`config.mk`:
```
export PLATFORM = sky130hd
export DESIGN_NAME = adc_pair_acq_sequencer
export DESIGN_NICKNAME = d
export VERILOG_FILES = /design/src/rtl/adc_pair_acq_sequencer.sv
export SDC_FILE = /design/constraint.sdc
export NUM_CORES = 1
export LEC_CHECK = 0
export ABC_AREA = 1
export CORE_ASPECT_RATIO = 1.4
export CORE_MARGIN = 1.5
export CORE_UTILIZATION = 59
export CTS_CLUSTER_DIAMETER = 150
export DETAILED_ROUTE_END_ITERATION = 12
export PLACE_DENSITY = 0.81
export REMOVE_ABC_BUFFERS = 1
export SLEW_MARGIN = 20
export SYNTH_ARGS = -nofsm -noshare
export SYNTH_HDL_FRONTEND = slang
export SYNTH_SLANG_ARGS = --single-unit
export TNS_END_PERCENT = 30
```
`constraint.sdc`:
```
create_clock -name CLK -period 5.3 [get_ports CLK]
set_input_delay 1.59 -clock CLK [delete_from_list [all_inputs] [get_ports CLK]]
set_output_delay 1.59 -clock CLK [all_outputs]
set_load 0.05 [all_outputs]
```
`src/rtl/adc_pair_acq_sequencer.sv`:
```
// Conversion/readout sequencer for a pair of AD7643 ADCs; streams each
// sample pair into the waveform buffer with a wrapping write pointer.
module adc_pair_acq_sequencer #(
  parameter int NSAMP    = 8192,
  parameter int SCLK_DIV = 2,
  parameter int CNV_LOW  = 3,
  parameter int ADDR_W   = 14,
  parameter int BUSY_TO  = 255
) (
  input  logic              CLK,
  input  logic              RSTN,
  input  logic              START,
  input  logic              STOP,
  input  logic              PCLR,
  input  logic              ADBUSY0,
  input  logic              ADBUSY1,
  input  logic              ADSDOUT0,
  input  logic              ADSDOUT1,
  output logic              ADCS,
  output logic              ADCNVST,
  output logic              ADSCLK,
  output logic              WE,
  output logic [ADDR_W-1:0] WADDR,
  output logic [15:0]       WDATA,
  output logic [ADDR_W-1:0] SCOUNT,
  output logic              RUNNING,
  output logic              DONE,
  output logic              TOUT
);

  typedef enum logic [2:0] {
    S_IDLE, S_CNV, S_BUSYW, S_SHIFT, S_WR0, S_WR1, S_DONE
  } state_t;

  localparam logic [ADDR_W:0] NSAMP_C = (ADDR_W+1)'(NSAMP);

  state_t            state_q, state_d;
  logic [15:0]       cnt_q, cnt_d;
  logic [5:0]        half_q, half_d;
  logic [17:0]       sr0_q, sr0_d, sr1_q, sr1_d;
  logic [ADDR_W-1:0] ptr_q, ptr_d, scount_q, scount_d;
  logic [ADDR_W:0]   scount_inc;
  logic              pend_q, pend_d, running_q, running_d;
  logic              done_q, done_d, tout_q, tout_d;
  logic              adcs_q, adcs_d, adcnvst_q, adcnvst_d;
  logic              adsclk_q, adsclk_d, we_q, we_d;
  logic [15:0]       wdata_q, wdata_d;

  always_comb begin
    state_d    = state_q;
    cnt_d      = cnt_q + 16'd1;
    half_d     = half_q;
    sr0_d      = sr0_q;
    sr1_d      = sr1_q;
    ptr_d      = ptr_q;
    scount_d   = scount_q;
    scount_inc = {1'b0, scount_q} + (ADDR_W+1)'(1);
    pend_d     = pend_q;
    running_d  = running_q;
    done_d     = done_q;
    tout_d     = tout_q;

    if (STOP && (state_q inside {S_CNV, S_BUSYW, S_SHIFT, S_WR0}))
      pend_d = 1'b1;

    case (state_q)
      S_IDLE, S_DONE: begin
        cnt_d = '0;
        if (PCLR) begin
          ptr_d    = '0;
          scount_d = '0;
          done_d   = 1'b0;
          tout_d   = 1'b0;
          state_d  = S_IDLE;
        end
        // STOP only vetoes a start from IDLE; it has no meaning in DONE
        if (START && (state_q == S_DONE || !STOP)) begin
          state_d   = S_CNV;
          running_d = 1'b1;
          scount_d  = '0;
          done_d    = 1'b0;
          tout_d    = 1'b0;
        end
      end
      S_CNV: begin
        if (cnt_q == 16'(CNV_LOW - 1)) begin
          state_d = S_BUSYW;
          cnt_d   = '0;
        end
      end
      S_BUSYW: begin
        if (cnt_q >= 16'd2 && !ADBUSY0 && !ADBUSY1) begin
          state_d = S_SHIFT;
          cnt_d   = '0;
          half_d  = '0;
        end else if (cnt_q == 16'(BUSY_TO - 1)) begin
          state_d   = S_IDLE;
          tout_d    = 1'b1;
          running_d = 1'b0;
          pend_d    = 1'b0;
          cnt_d     = '0;
        end
      end
      S_SHIFT: begin
        // odd half-periods are SCLK high; sample on the first cycle of each
        if (half_q[0] && cnt_q == '0) begin
          sr0_d = (sr0_q << 1) | 18'(ADSDOUT0);
          sr1_d = (sr1_q << 1) | 18'(ADSDOUT1);
        end
        if (cnt_q == 16'(SCLK_DIV - 1)) begin
          cnt_d = '0;
          if (half_q == 6'd35) state_d = S_WR0;
          else                 half_d  = half_q + 6'd1;
        end
      end
      S_WR0: begin
        ptr_d   = ptr_q + ADDR_W'(1);
        state_d = S_WR1;
      end
      S_WR1: begin
        ptr_d    = ptr_q + ADDR_W'(1);
        scount_d = scount_inc[ADDR_W-1:0];
        cnt_d    = '0;
        if (scount_inc == NSAMP_C) begin
          state_d   = S_DONE;
          done_d    = 1'b1;
          running_d = 1'b0;
          pend_d    = 1'b0;
        end else if (pend_q) begin
          state_d   = S_IDLE;
          running_d = 1'b0;
          pend_d    = 1'b0;
        end else begin
          state_d = S_CNV;
        end
      end
      default: state_d = S_IDLE;
    endcase

    // outputs are registered from the next state so they align with it
    adcs_d    = !(state_d inside {S_CNV, S_BUSYW, S_SHIFT, S_WR0, S_WR1});
    adcnvst_d = (state_d != S_CNV);
    adsclk_d  = (state_d == S_SHIFT) && half_d[0];
    we_d      = (state_d == S_WR0) || (state_d == S_WR1);
    wdata_d   = wdata_q;
    if (state_d == S_WR0) wdata_d = sr0_d[17:2];
    if (state_d == S_WR1) wdata_d = sr1_d[17:2];
  end

  always_ff @(posedge CLK or negedge RSTN) begin
    if (!RSTN) begin
      state_q   <= S_IDLE;
      cnt_q     <= '0;
      half_q    <= '0;
      sr0_q     <= '0;
      sr1_q     <= '0;
      ptr_q     <= '0;
      scount_q  <= '0;
      pend_q    <= 1'b0;
      running_q <= 1'b0;
      done_q    <= 1'b0;
      tout_q    <= 1'b0;
      adcs_q    <= 1'b1;
      adcnvst_q <= 1'b1;
      adsclk_q  <= 1'b0;
      we_q      <= 1'b0;
      wdata_q   <= '0;
    end else begin
      state_q   <= state_d;
      cnt_q     <= cnt_d;
      half_q    <= half_d;
      sr0_q     <= sr0_d;
      sr1_q     <= sr1_d;
      ptr_q     <= ptr_d;
      scount_q  <= scount_d;
      pend_q    <= pend_d;
      running_q <= running_d;
      done_q    <= done_d;
      tout_q    <= tout_d;
      adcs_q    <= adcs_d;
      adcnvst_q <= adcnvst_d;
      adsclk_q  <= adsclk_d;
      we_q      <= we_d;
      wdata_q   <= wdata_d;
    end
  end

  assign ADCS    = adcs_q;
  assign ADCNVST = adcnvst_q;
  assign ADSCLK  = adsclk_q;
  assign WE      = we_q;
  assign WADDR   = ptr_q;
  assign WDATA   = wdata_q;
  assign SCOUNT  = scount_q;
  assign RUNNING = running_q;
  assign DONE    = done_q;
  assign TOUT    = tout_q;

endmodule
```
==> reports/results.tsv <==
metric	value	unit
Final Instance Count excl. Fillers	969	
max_slew headroom	45.1	%
Setup WS post-layout	1.91	ns
Synth top cells by count	nand2_1 (170), inv_1 (131), dfrtp_1 (111)	
top-count cell post-synth	nand2_1	
critical path endpoint category	primary output	
Post-Synth XOR/XNOR Area	1.29	%
area of the core	10000	sq um
Crit path max-delay family	buffers and inverters	
Synth Area in Adders	2.05	%
GRT overflow	0	
fraction of final layout cells sized beyond drive strength 1	12.9	%
RR Endpoint	WDATA[4]	
placed insts	937	
Clk pin slew, worst setup/hold paths	0.05	ns
worst-path cell chain	clkdlybuf4s50_1	
Worst Setup SP	SCOUNT[0]	
setup slack at placement	1.61	ns
Post-Route WL	13300	microns
Via density	5.32	
nets@finish	840	
gpl congestion	0.903	
CTS tree	done	
ranking of synthesized cells by area	dfrtp_1 (46%), nand2_1 (10%), inv_1 (8.1%)	
largest net degree at the start of global routing	86	
P_leak	3.77	nW
Root Driver	clkbuf_16	
# IOs	60	
Yosys reg bits	113	
Reg2Reg Setup Slack	2.55	ns
Max Cap Viol	0	
drt first pass iters	7	
PD cells	433	nW/um^2
kind of critical path	flop to primary output	
CTS Hold Bufs	0	
ys async rst share	100	%
vias in the first global route	5124	
crit path launch type	flop	
Die Ht	123	microns
FF-to-FF Start	state_q[2]	
CTS resizes	0	
# port buffers	59	
Mapped Avg Cell Area	8.05	sq um
antenna violations before repair	0	
dpl cell area	6750	sq um
post-synth top area share	45.5	%
largest family of logic cells by synthesized area	simple AND/OR/NAND/NOR gates	
Hold Fails Final Rpt	0	
Synth Area in Compound Gates	9.63	%
worst vdd ir	0.000313	V
required time of the critical path	3.71	ns
Final min period	3.39	ns
worst-margin pin slew	0.822	ns
first-pass GRT wire length	22600	microns
row count	43	
postcts setup bufs	0	
Initial Utilization	61.0	%
chip width	89.0	microns
WHS Path Cells	1	
number of synthesized flops with an enable pin	0	
Max Fclk	295	MHz
Critical Path Fanout Max	8	
Clk Latency, worst-skew pair	0.42	ns
RSZ-0062 raised after global routing	no	
Slew Limit Fails	0	
Residual DRC	0	
Post-synth top flop	dfrtp_1	
Cells after Synth	758	
Final HPWL DP	8910	microns
leading area contributor after synthesis	dfrtp_1	
crit path capture	SCOUNT[0]	
sequential cell area fraction in the yosys report	46.4	%
CTS Buf Count	17	
Total Die Area	11000	sq um
Critical Path AT	1.80	ns
Post-Synth Simple-Gate Area	29.8	%
Tot GR Track Use	26.9	%
post-DR wirelength/cell	13.7	microns
Worst path depth	1	
CTS Sinks	113	
CP Buf/Inv Count	1	
Netlist cell types	50	
H-tree depth	4	
mux share of post-synthesis cell area	0	%
final instance area	7340	sq um
CP peak stage delay	0.87	ns
antenna viol nets, final	0	
Worst Clk Skew	0.00937	ns
CTS max path bufs	2	
period utilisation layout	63.9	%
Inserted Diodes	0	
Setup Viol. Count Final	0	
vias	5157	
Worst R2R Path Depth	10	
status	finished clean	
setup TNS	0	ns
Syn. warnings	0	
CP max stage cell	clkdlybuf4s50_1	
Area Overhead vs Synth	20.3	%
Initial DRC Count	394	
Syn Std Cell Area	6100	sq um
HP Class	flop to flop	
==> sequential cells by signal (all words and copies together) (netlist names) <==
| name | flops |
|---|---|
| DONE | 1 |
| TOUT | 1 |
| pend_q | 1 |
| WE | 1 |
| sr1_q | 18 |
| RUNNING | 1 |
| ADSCLK | 1 |
| SCOUNT | 14 |
| WDATA | 16 |
| ADCS | 1 |
| WADDR | 14 |
| sr0_q | 18 |
| cnt_q | 16 |
| state_q | 3 |
| half_q | 6 |
| ADCNVST | 1 |
==> per-stage QoR <==
step           utilization (%)  total power (W)  hold slack, ns
2_1_floorplan                -          0.00180           0.448
5_1_grt                   73.4          0.00336           0.519
4_1_cts                   73.4          0.00319           0.495
3_3_place_gp              67.5          0.00201           0.462
6_report                  73.4          0.00318           0.492
3_5_place_dp              67.5          0.00205           0.480
==> layout make-up <==
type / count / area [sq um]
flip-flops and latches: 113 / 2830
multi-input cells: 486 / 2620
clock buffers: 18 / 429
repair buffers: 61 / 607
clock inverters: 14 / 158
fillers: 765 / 2660
inverters: 142 / 536
well taps: 135 / 169
==> kinds of logic (layout without fill, tap and decap cells) <==
kind of cell | Yosys count | count (layout)
AND/OR/NAND/NOR | 366 | 366
buffers and inverters | 159 | 235
flip-flops | 113 | 113
AO/OA/AOI/OAI | 101 | 101
adder cells (fa/ha/maj) | 10 | 10
XOR/XNOR | 9 | 9
==> power breakdown <==
part,internal (W),total (W),switching (W)
combinational,0.000283,0.000964,0.000681
sequential,0.00100,0.00109,0.0000888
clock,0.000696,0.00112,0.000428
==> worst min path at each step <==
stage,from,endpoint,slack [ns]
after CTS,cnt_q[0],cnt_q[0],0.49
final,cnt_q[0],cnt_q[0],0.49
after global routing,WDATA[7],WDATA[7],0.52
after floorplan,sr0_q[1],sr0_q[1],0.45
after global placement,sr0_q[1],sr0_q[1],0.46
after detailed placement,sr0_q[1],sr0_q[1],0.48
==> cells in the final DEF, fill, tap and decap left out, types with 5 or more instances in the layout <==
cell / synthesis / final
a21oi_1: 18 / 18
a31oi_1: 5 / 5
clkbuf_16: 0 / 17
clkdlybuf4s50_1: 0 / 58
clkinv_4: 0 / 6
dfrtp_1: 111 / 111
ha_1: 10 / 10
inv_1: 131 / 131
inv_2: 9 / 9
nand2_1: 170 / 170
nand2_2: 14 / 14
nand3_1: 60 / 59
nand3_2: 11 / 12
nand4_1: 11 / 11
nor2_1: 55 / 55
nor2_4: 7 / 7
nor3_1: 14 / 14
o21ai_0: 31 / 31
o21ai_1: 20 / 20
o21ai_2: 8 / 8
o22ai_1: 7 / 7
xor2_1: 6 / 6
==> per-layer routing <==
metal / part of all wire [%] / global-route usage [%] / up-vias
met5: 0 / 0 / -
met4: 2.4 / 11.8 / 0
met3: 4.4 / 6.81 / 27
met2: 53 / 46.4 / 138
met1: 40 / 31.2 / 2462
li1: - / - / 2530
==> worst register-to-register path, cell delays in order, from the launching register on <==
cell     delay, ns
dfrtp_1       0.53
nand3_1       0.20
nand2_1       0.16
inv_2         0.08
nand2_1       0.06
nor2_1        0.04
inv_1         0.60
nand4_4       0.41
inv_4         0.35
nand3_1       0.14
nand2_1       0.11
(Power assumes the default switching activity.)
